[src/rtl/quad_pump_mem_arbiter_if.sv]
// Request/response and memory command bundle for the quad-pump arbiter.
// master = requesters plus external memory, slave = arbiter.
interface quad_pump_mem_arbiter_if #(
    parameter int ADDR_W = 18,
    parameter int DATA_W = 16
);
    logic [3:0]             req;
    logic [3:0]             we;
    logic [3:0][ADDR_W-1:0] addr;
    logic [3:0][DATA_W-1:0] wdata;
    logic [3:0]             ack;
    logic [DATA_W-1:0]      rdata;
    logic [3:0]             rdata_valid;
    logic                   mem_en;
    logic                   mem_we;
    logic [ADDR_W-1:0]      mem_addr;
    logic [DATA_W-1:0]      mem_wdata;
    logic [DATA_W-1:0]      mem_rdata;

    modport master (
        output req, we, addr, wdata, mem_rdata,
        input  ack, rdata, rdata_valid, mem_en, mem_we, mem_addr, mem_wdata
    );

    modport slave (
        input  req, we, addr, wdata, mem_rdata,
        output ack, rdata, rdata_valid, mem_en, mem_we, mem_addr, mem_wdata
    );
endinterface

[src/rtl/quad_pump_mem_arbiter.sv]
// Phase-slotted arbiter sharing one single-port memory among 4 requesters,
// with tagged read return and a phase-sequence monitor.
module quad_pump_mem_arbiter_lane #(
    parameter logic [1:0] LANE = 2'd0
) (
    input  logic       clk_100mhz,
    input  logic       reset,
    input  logic       req,
    input  logic       ack,
    input  logic       tail_vld,
    input  logic [1:0] tail_id,
    output logic       elig,
    output logic       rvalid
);
    // A requester just acked is still holding req for the next transfer; skip it once.
    assign elig = req & ~ack;

    always_ff @(posedge clk_100mhz) begin
        if (reset) rvalid <= 1'b0;
        else       rvalid <= tail_vld && (tail_id == LANE);
    end
endmodule

module quad_pump_mem_arbiter #(
    parameter int ADDR_W   = 18,
    parameter int DATA_W   = 16,
    parameter int RD_LAT   = 2,
    parameter int STEAL_EN = 1
) (
    input  logic                       clk_100mhz,
    input  logic                       reset,
    input  logic [1:0]                 phase,
    quad_pump_mem_arbiter_if.slave     bus,
    output logic                       phase_err
);
    localparam int NUM_REQ = 4;

    logic [NUM_REQ-1:0] elig;
    logic [NUM_REQ-1:0] rv;
    logic               grant_vld;
    logic [1:0]         grant_id;

    logic [NUM_REQ-1:0] ack_q;
    logic               mem_en_q;
    logic               mem_we_q;
    logic [ADDR_W-1:0]  mem_addr_q;
    logic [DATA_W-1:0]  mem_wdata_q;
    logic [DATA_W-1:0]  rdata_q;

    logic [RD_LAT-1:0]      vld_pipe;
    logic [RD_LAT-1:0][1:0] id_pipe;

    logic [1:0] last_phase;
    logic       armed;

    for (genvar i = 0; i < NUM_REQ; i++) begin : g_lane
        quad_pump_mem_arbiter_lane #(.LANE(2'(i))) u_lane (
            .clk_100mhz (clk_100mhz),
            .reset      (reset),
            .req        (bus.req[i]),
            .ack        (ack_q[i]),
            .tail_vld   (vld_pipe[RD_LAT-1]),
            .tail_id    (id_pipe[RD_LAT-1]),
            .elig       (elig[i]),
            .rvalid     (rv[i])
        );
    end

    // Slot owner first, then the rest in rotating order starting after the owner.
    always_comb begin
        grant_vld = 1'b0;
        grant_id  = phase;
        if (elig[phase]) begin
            grant_vld = 1'b1;
        end else if (STEAL_EN != 0) begin
            for (int k = 1; k < NUM_REQ; k++) begin
                if (!grant_vld && elig[phase + 2'(k)]) begin
                    grant_vld = 1'b1;
                    grant_id  = phase + 2'(k);
                end
            end
        end
    end

    always_ff @(posedge clk_100mhz) begin
        if (reset) begin
            ack_q       <= '0;
            mem_en_q    <= 1'b0;
            mem_we_q    <= 1'b0;
            mem_addr_q  <= '0;
            mem_wdata_q <= '0;
        end else begin
            ack_q    <= '0;
            mem_en_q <= grant_vld;
            mem_we_q <= grant_vld & bus.we[grant_id];
            if (grant_vld) begin
                ack_q[grant_id] <= 1'b1;
                mem_addr_q      <= bus.addr[grant_id];
                mem_wdata_q     <= bus.wdata[grant_id];
            end
        end
    end

    // Tag rides alongside the memory latency; the tail lines up with mem_rdata.
    always_ff @(posedge clk_100mhz) begin
        if (reset) begin
            vld_pipe <= '0;
            id_pipe  <= '0;
            rdata_q  <= '0;
        end else begin
            vld_pipe[0] <= mem_en_q & ~mem_we_q;
            id_pipe[0]  <= grant_id_q();
            for (int k = 1; k < RD_LAT; k++) begin
                vld_pipe[k] <= vld_pipe[k-1];
                id_pipe[k]  <= id_pipe[k-1];
            end
            if (vld_pipe[RD_LAT-1]) rdata_q <= bus.mem_rdata;
        end
    end

    function automatic logic [1:0] grant_id_q();
        logic [1:0] id;
        id = 2'd0;
        for (int i = 0; i < NUM_REQ; i++)
            if (ack_q[i]) id = 2'(i);
        return id;
    endfunction

    always_ff @(posedge clk_100mhz) begin
        if (reset) begin
            last_phase <= 2'd0;
            armed      <= 1'b0;
            phase_err  <= 1'b0;
        end else begin
            last_phase <= phase;
            armed      <= 1'b1;
            if (armed && (phase != last_phase + 2'd1)) phase_err <= 1'b1;
        end
    end

    assign bus.ack         = ack_q;
    assign bus.mem_en      = mem_en_q;
    assign bus.mem_we      = mem_we_q;
    assign bus.mem_addr    = mem_addr_q;
    assign bus.mem_wdata   = mem_wdata_q;
    assign bus.rdata       = rdata_q;
    assign bus.rdata_valid = rv;
endmodule

[src/flat_wrapper.sv]
// flat-port wrapper written by rule: the top's interface ports become plain ports
module quad_pump_mem_arbiter_flat 
#(
    parameter int ADDR_W   = 18,
    parameter int DATA_W   = 16,
    parameter int RD_LAT   = 2,
    parameter int STEAL_EN = 1
)
  (clk_100mhz, reset, phase, phase_err, bus_req, bus_we, bus_addr, bus_wdata, bus_mem_rdata, bus_ack, bus_rdata, bus_rdata_valid, bus_mem_en, bus_mem_we, bus_mem_addr, bus_mem_wdata);
  quad_pump_mem_arbiter_if #(.ADDR_W(ADDR_W), .DATA_W(DATA_W)) bus_i ();
  input  logic clk_100mhz;
  input  logic reset;
  input  logic [1:0] phase;
  output logic phase_err;
  input wire logic [$bits(bus_i.req)-1:0] bus_req;
  input wire logic [$bits(bus_i.we)-1:0] bus_we;
  input wire logic [$bits(bus_i.addr)-1:0] bus_addr;
  input wire logic [$bits(bus_i.wdata)-1:0] bus_wdata;
  input wire logic [$bits(bus_i.mem_rdata)-1:0] bus_mem_rdata;
  output wire logic [$bits(bus_i.ack)-1:0] bus_ack;
  output wire logic [$bits(bus_i.rdata)-1:0] bus_rdata;
  output wire logic [$bits(bus_i.rdata_valid)-1:0] bus_rdata_valid;
  output wire logic [$bits(bus_i.mem_en)-1:0] bus_mem_en;
  output wire logic [$bits(bus_i.mem_we)-1:0] bus_mem_we;
  output wire logic [$bits(bus_i.mem_addr)-1:0] bus_mem_addr;
  output wire logic [$bits(bus_i.mem_wdata)-1:0] bus_mem_wdata;
  assign bus_i.req = bus_req;
  assign bus_i.we = bus_we;
  assign bus_i.addr = bus_addr;
  assign bus_i.wdata = bus_wdata;
  assign bus_i.mem_rdata = bus_mem_rdata;
  assign bus_ack = bus_i.ack;
  assign bus_rdata = bus_i.rdata;
  assign bus_rdata_valid = bus_i.rdata_valid;
  assign bus_mem_en = bus_i.mem_en;
  assign bus_mem_we = bus_i.mem_we;
  assign bus_mem_addr = bus_i.mem_addr;
  assign bus_mem_wdata = bus_i.mem_wdata;
  quad_pump_mem_arbiter #(.ADDR_W(ADDR_W), .DATA_W(DATA_W), .RD_LAT(RD_LAT), .STEAL_EN(STEAL_EN)) u_core (.clk_100mhz(clk_100mhz), .reset(reset), .phase(phase), .bus(bus_i), .phase_err(phase_err));
endmodule
[config.mk]
export PLATFORM = sky130hd
export DESIGN_NAME = quad_pump_mem_arbiter_flat
export DESIGN_NICKNAME = d
export VERILOG_FILES = /design/src/rtl/quad_pump_mem_arbiter_if.sv /design/src/rtl/quad_pump_mem_arbiter.sv /design/src/flat_wrapper.sv
export SDC_FILE = /design/constraint.sdc
export NUM_CORES = 1
export LEC_CHECK = 0
export BUFFER_PORTS_ARGS = -buffer_cell sky130_fd_sc_hd__buf_2
export CORE_ASPECT_RATIO = 2
export CORE_MARGIN = 5
export CORE_UTILIZATION = 43
export DETAILED_ROUTE_END_ITERATION = 10
export HOLD_SLACK_MARGIN = 0.03
export PLACE_DENSITY = 0.86
export SLEW_MARGIN = 25
export SYNTH_ARGS = -nofsm -noshare
export SYNTH_HDL_FRONTEND = slang
export SYNTH_SLANG_ARGS = --single-unit
[constraint.sdc]
create_clock -name clk_100mhz -period 2.35 [get_ports clk_100mhz]
set_input_delay 0.47 -clock clk_100mhz [delete_from_list [all_inputs] [get_ports clk_100mhz]]
set_output_delay 0.47 -clock clk_100mhz [all_outputs]
set_load 0.02 [all_outputs]
==> flow_summary.toml <==
[pwr]
total_power_uw = 4037
p_sw_frac = 0.2920
power.switching_uw = 1179
max-vdd-ir-drop_uv = 393.9
intPower_uw = 2858
leakagePower_uw = 0.002409
clkPwrFrac = 0.395
p_seq_frac = 0.347
pwr-share-comb = 0.259
power_density_nw_per_um2 = 807.2

[critical_path]
crit_path_end_kind = "register"
cp_slowest_stage_delay_ns = 0.49
r2r-start = "u_core.bus.ack[0]$_SDFF_PP0_"
worstReg2RegEnd = "u_core.bus.mem_wdata[13]$_SDFFE_PP0P_"
crit_family = "compound AO/OA/AOI/OAI gates"
path_cells = "nand2b_1 > a22oi_2 > o221ai_4 > buf_4 > and2_1 > a2111oi_0 > a211oi_1"
worst-path-max-fanout = 14
crit_slowest_cell = "a2111oi_0"
critPathArrivalTime_ns = 2.35
crit_buf_inv = 1
worstPathRequired_ns = 2.55
reg2reg_setup_slack_ns = 0.20
reg2reg_depth = 7
cp-start-kind = "register"
critical_path_class = "reg2reg"

[timing]
tightest_slew_ns = 1.000
finalHoldViolations = 0
skew_ns = 0.009669
timing.final.crit_share = 0.9166
hold_slack_ns = 0.3490
fin_setup_tns_ns = 0
period_minus_slack_ns = 2.154
slew_headroom = 0.3323
drv_slew = 0
rsz0062_at_grt = "no"
setup_viol = 0
clock.fmax_mhz = 464.2

[clock_network]
cts-hold-fix-buffers = 0
cts_tree = "done"
clk_latency_ns = 0.33
cts_max_level = 3
cts_buffers = 9
cts_root_buf = "clkbuf_16"
clk_pin_slew_ns = 0.06
cts_max_path_buffers = 2
clock_sinks = 70
cts_resized = 0
cts_setup_buffers = 0

[logic_synthesis]
synth_xor_area_frac = 0.002524
ys_seq_area_frac = 0.4039
synth_cells = 327
synthMuxAreaShare = 0.1428
ys_ff_latch = 70
synth.distinct_cells = 44
synth_fa_ha_area_frac = 0
syn_area_um2 = 3470
synth_edf_count = 0
synth_ff_type = "dfxtp_1"
syn-num-nets = 491
synth_top_family_by_area = "compound AO/OA/AOI/OAI gates"
synth_simple_gate_area_frac = 0.1165
post_synth.cell_area_avg_um2 = 10.61
synth_compound_area_frac = 0.2683
synth-async-reset-ratio = 0
synth_warnings = 0

[die]
io_pins = 225
die_y_um = 137.0
die_area_um2 = 10070
initial_core_util = 0.4400
core_um2 = 7885
die_w_um = 73.52
row_count = 46

[layout]
syn_to_final_growth_pct = 44.14
fin_nets = 708
nFillCells = 637
multi_input_area_um2 = 1842
final_layout_size_suffix_gt1_frac = 0.5683
fin_cells = 645
seqCellArea_um2 = 1401
diodes = 0

[global_route]
grt_pass1_vias = 3786
grt_max_degree = 29
antenna_found_initial = 0
overflow = 0
grt_pass1_wl_um = 17880
gr-usage-all-layers = 0.2283

[route]
drt-initial-drc-count = 191
drc = 0
wl_um = 11650
via_per_inst = 5.460
drt-pass1-iter-count = 4
final_antenna_net_count = 0
wl_per_cell_um = 18.07
routed-via-count = 3522

[worst_hold_path]
holdCritPathClass = "in2reg"
min_path_cells = 2
hp-start = "reset"
min_to = "u_core.last_phase[0]$_SDFF_PP0_"

[place]
io_buffers = 224
dp_cells = 629
gp_congestion = 0.8659
dp_hpwl_um = 9210

[job]
maxCapViolCount = 0

[status]
status = "completed"
## layout by cell type (no fill, tap or decap), types with 2 or more instances in the layout
master	n
inv_1	3
buf_2	224
a2111oi_0	4
mux2_1	13
nand2_1	5
nor3b_1	2
o22ai_1	2
o221a_2	28
nor2_1	35
mux2_2	15
bufinv_16	3
and4_1	2
mux2i_1	18
nor2b_4	2
a221o_1	28
dfxtp_1	70
inv_6	2
buf_4	15
a2111oi_1	2
o21ai_0	2
a21boi_0	6
a211oi_1	6
nand2b_1	3
and2_1	7
clkbuf_16	9
nor4bb_1	2
nor2b_1	5
a21oi_1	15
buf_12	2
## worst max-delay path by stage
stage,slack [ns],startpoint,end,cells past startpoint
2_1_floorplan,0.28,phase[1],u_core.bus.mem_addr[10]$_SDFFE_PP0P_,10
3_3_place_gp,0.11,bus_req[3],u_core.bus.mem_wdata[13]$_SDFFE_PP0P_,8
3_5_place_dp,0.01,bus_req[3],u_core.bus.mem_wdata[6]$_SDFFE_PP0P_,8
4_1_cts,0.18,u_core.bus.ack[0]$_SDFF_PP0_,u_core.bus.mem_addr[4]$_SDFFE_PP0P_,7
5_1_grt,0.01,u_core.bus.ack[0]$_SDFF_PP0_,u_core.bus.mem_addr[15]$_SDFFE_PP0P_,7
6_report,0.20,u_core.bus.ack[0]$_SDFF_PP0_,u_core.bus.mem_wdata[13]$_SDFFE_PP0P_,7
## power by group through the flow
| stage | clock (µW) | combinational (µW) | sequential [µW] |
|---|---|---|---|
| 2_1_floorplan | 0 | 522 | 1550 |
| 3_3_place_gp | 0 | 1010 | 1420 |
| 3_5_place_dp | 0 | 1050 | 1420 |
| 4_1_cts | 1640 | 1050 | 1400 |
| 5_1_grt | 1690 | 1130 | 1410 |
| 6_report | 1590 | 1040 | 1400 |
## registers in the layout (all words and copies together), names as in the netlist
signal                       flops
u_core.g_lane.u_lane.rvalid      4
u_core.last_phase                2
u_core.vld_pipe                  2
u_core.bus.ack                   4
u_core.bus.mem_we                1
u_core.bus.mem_addr             18
u_core.phase_err                 1
u_core.id_pipe                   4
u_core.armed                     1
u_core.bus.mem_en                1
u_core.bus.mem_wdata            16
u_core.bus.rdata                16
## logic make-up (layout without fill, tap and decap cells)
group	after synthesis	count (layout)
DFF	70	70
buffers and inverters	38	260
and+or+nand+nor	71	71
muxes	46	46
AOI/OAI and AO/OA	101	101
xor gates and xnor gates	1	1
## worst reg2reg max path, cell delays in order (launching register included)
cell and delay, ns:
dfxtp_1 0.33, nand2b_1 0.22, a22oi_2 0.24, o221ai_4 0.16, buf_4 0.18, and2_1 0.30
a2111oi_0 0.49, a211oi_1 0.10
## synthesized netlist by cell type, types with 2 or more instances
cell type / instances / area, µm²
a21boi_0: 6 / 45.04
inv_1: 3 / 11.26
nor3b_1: 2 / 15.01
and2_1: 7 / 43.79
nand2b_1: 3 / 18.77
a21oi_1: 15 / 75.07
nand2_1: 5 / 18.77
a221o_1: 28 / 280.3
mux2i_1: 18 / 180.2
o22ai_1: 2 / 12.51
o221a_2: 28 / 315.3
nor2_1: 35 / 131.4
nor4bb_1: 2 / 20.02
and4_1: 2 / 17.52
buf_4: 10 / 75.07
dfxtp_1: 70 / 1401
a211oi_1: 6 / 45.04
clkbuf_1: 13 / 48.80
buf_1: 3 / 11.26
nor2b_4: 2 / 27.53
buf_6: 6 / 67.56
a2111oi_0: 6 / 52.55
nor2b_1: 5 / 31.28
o21ai_0: 2 / 10.01
mux2_1: 13 / 146.4
mux2_2: 15 / 168.9
buf_2: 3 / 15.01
## area by class of cell
class,count,share of cell area
Clock buffer,9,0.04503
Clock inverter,7,0.02552
Inverter,3,0.002252
Multi-Input combinational cell,219,0.3683
Sequential cell,70,0.2802
Tap cell,96,0.02402
Timing Repair Buffer,241,0.2547
## metal layers
layer	wire (µm)	vias up	global-route usage
li1	-	1700	-
met1	3976	1616	0.2429
met2	6294	175	0.4007
met3	982	31	0.05735
met4	400	0	0.1200
met5	0	-	0
## stage by stage
stage	cell area [µm²]	utilization	setup WS [ns]
after floorplan	3470	-	0.2767
final	5001	0.6342	0.1959
after global placement	4646	0.5892	0.1107
after detailed placement	4646	0.5892	0.01166
after global routing	5001	0.6342	0.01341
after CTS	4999	0.6339	0.1822
(Power assumes the default switching activity.)
